===== config.mk =====
export PLATFORM = sky130hd
export DESIGN_NAME = axi4_lite_master
export DESIGN_NICKNAME = d
export VERILOG_FILES = /design/src/rtl/axil_pkg.sv /design/src/rtl/axi4_lite_master.sv
export SDC_FILE = /design/constraint.sdc
export NUM_CORES = 1
export LEC_CHECK = 0
export BUFFER_PORTS_ARGS = -buffer_cell sky130_fd_sc_hd__buf_2
export CAP_MARGIN = 5
export CORE_UTILIZATION = 46
export DETAILED_ROUTE_END_ITERATION = 8
export HOLD_SLACK_MARGIN = 0.1
export PLACE_DENSITY = 0.84
export SKIP_CTS_REPAIR_TIMING = 1
export SLEW_MARGIN = 20
export SYNTH_ARGS = -nofsm -noshare
export SYNTH_HDL_FRONTEND = slang
export SYNTH_SLANG_ARGS = --single-unit
export TNS_END_PERCENT = 30

===== constraint.sdc =====
create_clock -name ACLK -period 1.8 [get_ports ACLK]
set_input_delay 0.36 -clock ACLK [delete_from_list [all_inputs] [get_ports ACLK]]
set_output_delay 0.36 -clock ACLK [all_outputs]
set_load 0.005 [all_outputs]

===== src/rtl/axil_pkg.sv =====
// Shared AXI4-Lite definitions used by the initiator and the CSR slave.
package axil_pkg;

  typedef enum logic [1:0] {
    OKAY   = 2'b00,
    EXOKAY = 2'b01,
    SLVERR = 2'b10,
    DECERR = 2'b11
  } resp_t;

  localparam logic [2:0] AXI_PROT_DEFAULT = 3'b000;

  typedef enum logic [2:0] {
    IDLE    = 3'b000,
    WR_REQ  = 3'b001,
    WR_RESP = 3'b010,
    RD_REQ  = 3'b011,
    RD_RESP = 3'b100,
    RSP     = 3'b101
  } mst_state_t;

endpackage


===== src/rtl/axi4_lite_master.sv =====
// Single-outstanding AXI4-Lite initiator driven by a valid/ready command port.
// Optional response-wait timeout enabled by defining AXIL_MST_TIMEOUT_EN.
module axi4_lite_master
  import axil_pkg::*;
#(
  parameter int ADDR_WIDTH     = 12,
  parameter int DATA_WIDTH     = 32,
  parameter int TIMEOUT_CYCLES = 256
) (
  input  logic                      ACLK,
  input  logic                      ARESETn,
  input  logic                      cmd_valid,
  output logic                      cmd_ready,
  input  logic                      cmd_write,
  input  logic [ADDR_WIDTH-1:0]     cmd_addr,
  input  logic [DATA_WIDTH-1:0]     cmd_wdata,
  input  logic [DATA_WIDTH/8-1:0]   cmd_wstrb,
  output logic                      rsp_valid,
  input  logic                      rsp_ready,
  output logic [DATA_WIDTH-1:0]     rsp_rdata,
  output logic [1:0]                rsp_resp,
  output logic                      rsp_timeout,
  output logic [ADDR_WIDTH-1:0]     M_AXI_AWADDR,
  output logic [2:0]                M_AXI_AWPROT,
  output logic                      M_AXI_AWVALID,
  input  logic                      M_AXI_AWREADY,
  output logic [DATA_WIDTH-1:0]     M_AXI_WDATA,
  output logic [DATA_WIDTH/8-1:0]   M_AXI_WSTRB,
  output logic                      M_AXI_WVALID,
  input  logic                      M_AXI_WREADY,
  input  logic [1:0]                M_AXI_BRESP,
  input  logic                      M_AXI_BVALID,
  output logic                      M_AXI_BREADY,
  output logic [ADDR_WIDTH-1:0]     M_AXI_ARADDR,
  output logic [2:0]                M_AXI_ARPROT,
  output logic                      M_AXI_ARVALID,
  input  logic                      M_AXI_ARREADY,
  input  logic [DATA_WIDTH-1:0]     M_AXI_RDATA,
  input  logic [1:0]                M_AXI_RRESP,
  input  logic                      M_AXI_RVALID,
  output logic                      M_AXI_RREADY
);

  mst_state_t              state_r, state_nxt_s;
  logic [ADDR_WIDTH-1:0]   awaddr_r, awaddr_s, araddr_r, araddr_s;
  logic [DATA_WIDTH-1:0]   wdata_r, wdata_s, rsp_rdata_r, rsp_rdata_s;
  logic [DATA_WIDTH/8-1:0] wstrb_r, wstrb_s;
  logic                    awvalid_r, awvalid_s, wvalid_r, wvalid_s;
  logic                    bready_r, bready_s, arvalid_r, arvalid_s;
  logic                    rready_r, rready_s, rsp_valid_r, rsp_valid_s;
  logic [1:0]              rsp_resp_r, rsp_resp_s;
  logic                    rsp_timeout_r, rsp_timeout_s;
  logic                    wr_done_s, timeout_hit_s;

  // Each write channel retires on its own handshake; the pair is done when neither is pending.
  assign wr_done_s = (~awvalid_r | M_AXI_AWREADY) & (~wvalid_r | M_AXI_WREADY);

`ifdef AXIL_MST_TIMEOUT_EN
  localparam int CW = $clog2(TIMEOUT_CYCLES + 1);
  localparam logic [CW-1:0] TO_LAST = CW'(TIMEOUT_CYCLES - 1);
  logic [CW-1:0] wait_cnt_r;

  // Cycles spent in a response-wait state; zero on every entry.
  always_ff @(posedge ACLK or negedge ARESETn) begin
    if (!ARESETn) begin
      wait_cnt_r <= {CW{1'b0}};
    end else if (state_r == WR_RESP || state_r == RD_RESP) begin
      wait_cnt_r <= wait_cnt_r + CW'(1);
    end else begin
      wait_cnt_r <= {CW{1'b0}};
    end
  end

  assign timeout_hit_s = (state_r == WR_RESP || state_r == RD_RESP) && (wait_cnt_r == TO_LAST);
`else
  assign timeout_hit_s = 1'b0;
`endif

  // State register.
  always_ff @(posedge ACLK or negedge ARESETn) begin
    if (!ARESETn) begin
      state_r <= IDLE;
    end else begin
      state_r <= state_nxt_s;
    end
  end

  // Next-state decode.
  always_comb begin
    state_nxt_s = state_r;
    case (state_r)
      IDLE:    if (cmd_valid) state_nxt_s = cmd_write ? WR_REQ : RD_REQ;
               else           state_nxt_s = IDLE;
      WR_REQ:  if (wr_done_s) state_nxt_s = WR_RESP;
               else           state_nxt_s = WR_REQ;
      WR_RESP: if (M_AXI_BVALID || timeout_hit_s) state_nxt_s = RSP;
               else                               state_nxt_s = WR_RESP;
      RD_REQ:  if (M_AXI_ARREADY) state_nxt_s = RD_RESP;
               else               state_nxt_s = RD_REQ;
      RD_RESP: if (M_AXI_RVALID || timeout_hit_s) state_nxt_s = RSP;
               else                               state_nxt_s = RD_RESP;
      RSP:     if (rsp_ready) state_nxt_s = IDLE;
               else           state_nxt_s = RSP;
      default: state_nxt_s = IDLE;
    endcase
  end

  // Next values of the registered outputs; everything holds unless a transition updates it.
  always_comb begin
    awaddr_s      = awaddr_r;
    wdata_s       = wdata_r;
    wstrb_s       = wstrb_r;
    araddr_s      = araddr_r;
    awvalid_s     = awvalid_r;
    wvalid_s      = wvalid_r;
    bready_s      = bready_r;
    arvalid_s     = arvalid_r;
    rready_s      = rready_r;
    rsp_valid_s   = rsp_valid_r;
    rsp_rdata_s   = rsp_rdata_r;
    rsp_resp_s    = rsp_resp_r;
    rsp_timeout_s = rsp_timeout_r;
    case (state_r)
      IDLE: begin
        if (cmd_valid && cmd_write) begin
          awaddr_s  = cmd_addr;
          wdata_s   = cmd_wdata;
          wstrb_s   = cmd_wstrb;
          awvalid_s = 1'b1;
          wvalid_s  = 1'b1;
        end else if (cmd_valid) begin
          araddr_s  = cmd_addr;
          arvalid_s = 1'b1;
        end else begin
          awvalid_s = 1'b0;
          arvalid_s = 1'b0;
        end
      end
      WR_REQ: begin
        if (M_AXI_AWREADY) awvalid_s = 1'b0;
        else               awvalid_s = awvalid_r;
        if (M_AXI_WREADY)  wvalid_s  = 1'b0;
        else               wvalid_s  = wvalid_r;
        if (wr_done_s)     bready_s  = 1'b1;
        else               bready_s  = 1'b0;
      end
      WR_RESP: begin
        if (M_AXI_BVALID) begin
          bready_s      = 1'b0;
          rsp_valid_s   = 1'b1;
          rsp_resp_s    = M_AXI_BRESP;
          rsp_rdata_s   = {DATA_WIDTH{1'b0}};
          rsp_timeout_s = 1'b0;
        end else if (timeout_hit_s) begin
          bready_s      = 1'b0;
          rsp_valid_s   = 1'b1;
          rsp_resp_s    = SLVERR;
          rsp_rdata_s   = {DATA_WIDTH{1'b0}};
          rsp_timeout_s = 1'b1;
        end else begin
          bready_s      = 1'b1;
        end
      end
      RD_REQ: begin
        if (M_AXI_ARREADY) begin
          arvalid_s = 1'b0;
          rready_s  = 1'b1;
        end else begin
          arvalid_s = 1'b1;
        end
      end
      RD_RESP: begin
        if (M_AXI_RVALID) begin
          rready_s      = 1'b0;
          rsp_valid_s   = 1'b1;
          rsp_resp_s    = M_AXI_RRESP;
          rsp_rdata_s   = M_AXI_RDATA;
          rsp_timeout_s = 1'b0;
        end else if (timeout_hit_s) begin
          rready_s      = 1'b0;
          rsp_valid_s   = 1'b1;
          rsp_resp_s    = SLVERR;
          rsp_rdata_s   = {DATA_WIDTH{1'b0}};
          rsp_timeout_s = 1'b1;
        end else begin
          rready_s      = 1'b1;
        end
      end
      RSP: begin
        if (rsp_ready) rsp_valid_s = 1'b0;
        else           rsp_valid_s = 1'b1;
      end
      default: begin
        awvalid_s   = 1'b0;
        wvalid_s    = 1'b0;
        bready_s    = 1'b0;
        arvalid_s   = 1'b0;
        rready_s    = 1'b0;
        rsp_valid_s = 1'b0;
      end
    endcase
  end

  // Output registers.
  always_ff @(posedge ACLK or negedge ARESETn) begin
    if (!ARESETn) begin
      awaddr_r      <= {ADDR_WIDTH{1'b0}};
      wdata_r       <= {DATA_WIDTH{1'b0}};
      wstrb_r       <= {(DATA_WIDTH/8){1'b0}};
      araddr_r      <= {ADDR_WIDTH{1'b0}};
      awvalid_r     <= 1'b0;
      wvalid_r      <= 1'b0;
      bready_r      <= 1'b0;
      arvalid_r     <= 1'b0;
      rready_r      <= 1'b0;
      rsp_valid_r   <= 1'b0;
      rsp_rdata_r   <= {DATA_WIDTH{1'b0}};
      rsp_resp_r    <= 2'b00;
      rsp_timeout_r <= 1'b0;
    end else begin
      awaddr_r      <= awaddr_s;
      wdata_r       <= wdata_s;
      wstrb_r       <= wstrb_s;
      araddr_r      <= araddr_s;
      awvalid_r     <= awvalid_s;
      wvalid_r      <= wvalid_s;
      bready_r      <= bready_s;
      arvalid_r     <= arvalid_s;
      rready_r      <= rready_s;
      rsp_valid_r   <= rsp_valid_s;
      rsp_rdata_r   <= rsp_rdata_s;
      rsp_resp_r    <= rsp_resp_s;
      rsp_timeout_r <= rsp_timeout_s;
    end
  end

  assign cmd_ready     = (state_r == IDLE);
  assign rsp_valid     = rsp_valid_r;
  assign rsp_rdata     = rsp_rdata_r;
  assign rsp_resp      = rsp_resp_r;
`ifdef AXIL_MST_TIMEOUT_EN
  assign rsp_timeout   = rsp_timeout_r;
`else
  assign rsp_timeout   = 1'b0;
`endif
  assign M_AXI_AWADDR  = awaddr_r;
  assign M_AXI_AWPROT  = AXI_PROT_DEFAULT;
  assign M_AXI_AWVALID = awvalid_r;
  assign M_AXI_WDATA   = wdata_r;
  assign M_AXI_WSTRB   = wstrb_r;
  assign M_AXI_WVALID  = wvalid_r;
  assign M_AXI_BREADY  = bready_r;
  assign M_AXI_ARADDR  = araddr_r;
  assign M_AXI_ARPROT  = AXI_PROT_DEFAULT;
  assign M_AXI_ARVALID = arvalid_r;
  assign M_AXI_RREADY  = rready_r;

endmodule


==> summary.md <==
| Metric | Value |
|---|---|
| Status | `finished clean` |
| Yosys top cell area share | `59.9%` |
| Layout Skew | `0.0132 ns` |
| Area grow syn2layout | `29.0%` |
| Antenna violations before repair | `0` |
| Total gr overflow | `0` |
| DPL Wire Length | `7030 um` |
| # nets final | `638` |
| CP Class | `reg -> reg` |
| GRT Overall Usage | `20.0%` |
| Switch share | `34.7%` |
| DR vias/cell | `5.08` |
| Post-synth EDFFs | `0` |
| Top-count cell post-synth | `dfrtp_1` |
| Post-route minimum period | `1.66 ns` |
| Total power | `9.20 mW` |
| Cell variety after synth | `40` |
| Fin area | `5550 sq um` |
| Buffers on Ports | `194` |
| Ys flop type | `dfrtp_1` |
| RSZ-0062 raised after global routing | `false` |
| Htree depth | `3` |
| Vias in the first global route | `3,238` |
| Critical Path AT | `1.89 ns` |
| RePlAce Congestion | `0.850` |
| Clock sinks | `103` |
| DR DRC count | `0` |
| Commonest cells in the netlist | `dfrtp_1, nand2_1, mux2_2, o21ai_0, buf_4` |
| Reg power frac | `44.7%` |
| Seq/Total Area, Yosys | `59.9%` |
| Slew margin rel. | `63.8%` |
| Syn Inst Count | `352` |
| Post-route setup slack | `0.141 ns` |
| First-pass GRT wire length | `15,300 um` |
| Final slew viol count | `0` |
| Fmax achieved | `603 MHz` |
| Setup Viol. Count Final | `0` |
| Skew-Pair Late Insertion Delay | `0.36 ns` |
| DP Area | `5360 sq um` |
| Die area | `9750 sq um` |
| Core outline area | `8890 sq um` |
| CTS tree | `yes` |
| Starting Density | `48.4%` |
| Pleak | `2.81 nW` |
| Number of diodes | `0` |
| Num rows | `34` |
| Synth top area cells | `dfrtp_1, mux2_2, nand2_1, o21ai_0, mux2_4` |
| Register bit total from synthesis | `103` |
| Height of the chip | `98.7 um` |
| Num CTS Buffers | `9` |
| WP data required | `2.03 ns` |
| Hold Path Class | `in -> reg` |
| Share of synthesized flip-flops with an asynchronous set or reset | `100%` |
| Vias | `3,338` |
| Remaining antenna violation count | `0` |
| Horizontal die dimension | `98.7 um` |
| Period Utilization, post-route | `92.1%` |
| Share of cells above drive strength 1 | `51.7%` |
| DR pass1 iterations | `4` |
| CTS root buf | `clkbuf_8` |
| Total wire length | `9630 um` |
| Worst VDD drop | `0.000747 V` |
| Largest net degree at the start of global routing | `104` |
| Critical Path Fanout Max | `66` |
| Io pins | `202` |
| Crit start category | `flop` |
| Worst Tran Pin Value | `0.543 ns` |
| Total of max-cap violations | `0` |
| Wire per inst | `14.7 um` |
| Setup_tns | `0 ns` |
| Area leader, netlist | `dfrtp_1` |
| Final Hold Vio Count | `0` |
| Pwr dens | `1660 nW/um^2` |
| Sw Pwr | `3.19 mW` |
| Area of the mapped netlist | `4300 sq um` |
| Initial DRC count | `117` |
| FILL cells | `696` |
| Clk pwr share | `14.6%` |
| Syn Area/Cell | `12.2 sq um` |
| Worst-path clk slew | `0.11 ns` |
| Comb pwr share | `40.7%` |
| Pre-CTS setup slack | `0.189 ns` |
| Syn. warnings | `0` |
| Maximum root-to-sink buffer count | `2` |
| Pint | `6.01 mW` |
| Hold_ws | `0.213 ns` |
| Crit. End Element | `flop` |
final timing paths:
kind,start,endpoint,slack [ns],cells after the start
worst max register to register,state_r[2],rsp_rdata[21],0.14,6
max in group asynchronous,ARESETn,rsp_rdata[26],0.79,3
worst max-delay path,state_r[2],rsp_rdata[21],0.14,6
worst min-delay path,M_AXI_RDATA[5],rsp_rdata[5],0.21,3
worst min register to register,rsp_rdata[31],rsp_rdata[31],0.48,2
min in group asynchronous,ARESETn,M_AXI_WSTRB[0],0.58,3
cells in the final DEF (no fill, tap or decap), types with 2 or more instances in the layout:
master / n
buf_4: 5
a21oi_1: 5
a221oi_1: 2
buf_2: 193
a31oi_1: 2
mux2i_1: 2
a22o_1: 3
dfrtp_1: 103
o21ai_0: 30
clkinv_4: 3
nand3b_1: 2
conb_1: 7
a32oi_1: 2
mux2_4: 9
o21ai_1: 9
inv_1: 7
nand3_1: 2
mux2_2: 51
nand2_1: 70
clkbuf_8: 9
buf_12: 5
a221o_1: 2
nor3_4: 2
inv_6: 2
nor2_1: 3
through the flow:
step	utilization, %	cells
after global routing	62.4	657
after global placement	60.3	640
after CTS	62.3	656
after floorplan	-	358
after detailed placement	60.3	640
final	62.4	657
critical path, stage by stage (launching register included):
cell and delay, ns:
dfrtp_1 0.48, buf_4 0.20, nand3b_1 0.19, a21o_2 0.26
buf_12 0.19, nand2_1 0.10, o21ai_0 0.08
power groups by stage:
stage / clock network, mW / registers, mW / logic (mW)
after global placement: 0 / 4.10 / 3.64
after detailed placement: 0 / 4.16 / 3.79
after floorplan: 0 / 4.20 / 1.99
final: 1.34 / 4.11 / 3.74
after CTS: 1.39 / 4.12 / 3.79
after global routing: 1.47 / 4.27 / 4.13
metal layers:
metal	up-vias	part of all wire, %	global-route usage (%)
li1	1576	-	-
met1	1581	42	23.6
met2	166	47	34.1
met3	15	8.9	6.03
met4	0	1.4	8.27
met5	-	0	0
layout make-up:
class | count | area [sq um] | share of cell area, %
Sequential cell | 103 | 2580 | 46.4
Multi-Input combinational cell | 217 | 1510 | 27.2
Timing Repair Buffer | 204 | 1110 | 20.1
Tap cell | 108 | 135 | 2.43
Clock buffer | 9 | 124 | 2.23
Clock inverter | 7 | 56.3 | 1.01
Inverter | 9 | 33.8 | 0.609
kinds of logic after synthesis:
| logic type | Yosys count | share of synthesized area (%) |
|---|---|---|
| and+or+nand+nor | 83 | 8.29 |
| other | 1 | 0.0871 |
| buffers and inverters | 38 | 5.61 |
| DFF | 103 | 59.9 |
| AOI/OAI and AO/OA | 65 | 9.19 |
| muxes | 62 | 16.9 |
sequential cells by signal, summed over array words and instances, names as in the netlist:
signal and count:
M_AXI_WDATA 32, M_AXI_WVALID 1, M_AXI_AWVALID 1, M_AXI_BREADY 1
M_AXI_RREADY 1, M_AXI_ARADDR 12, rsp_valid 1, rsp_rdata 32
M_AXI_ARVALID 1, state_r 3, M_AXI_AWADDR 12, M_AXI_WSTRB 4
rsp_resp 2
Note: power is estimated with default switching activity, not from simulation.
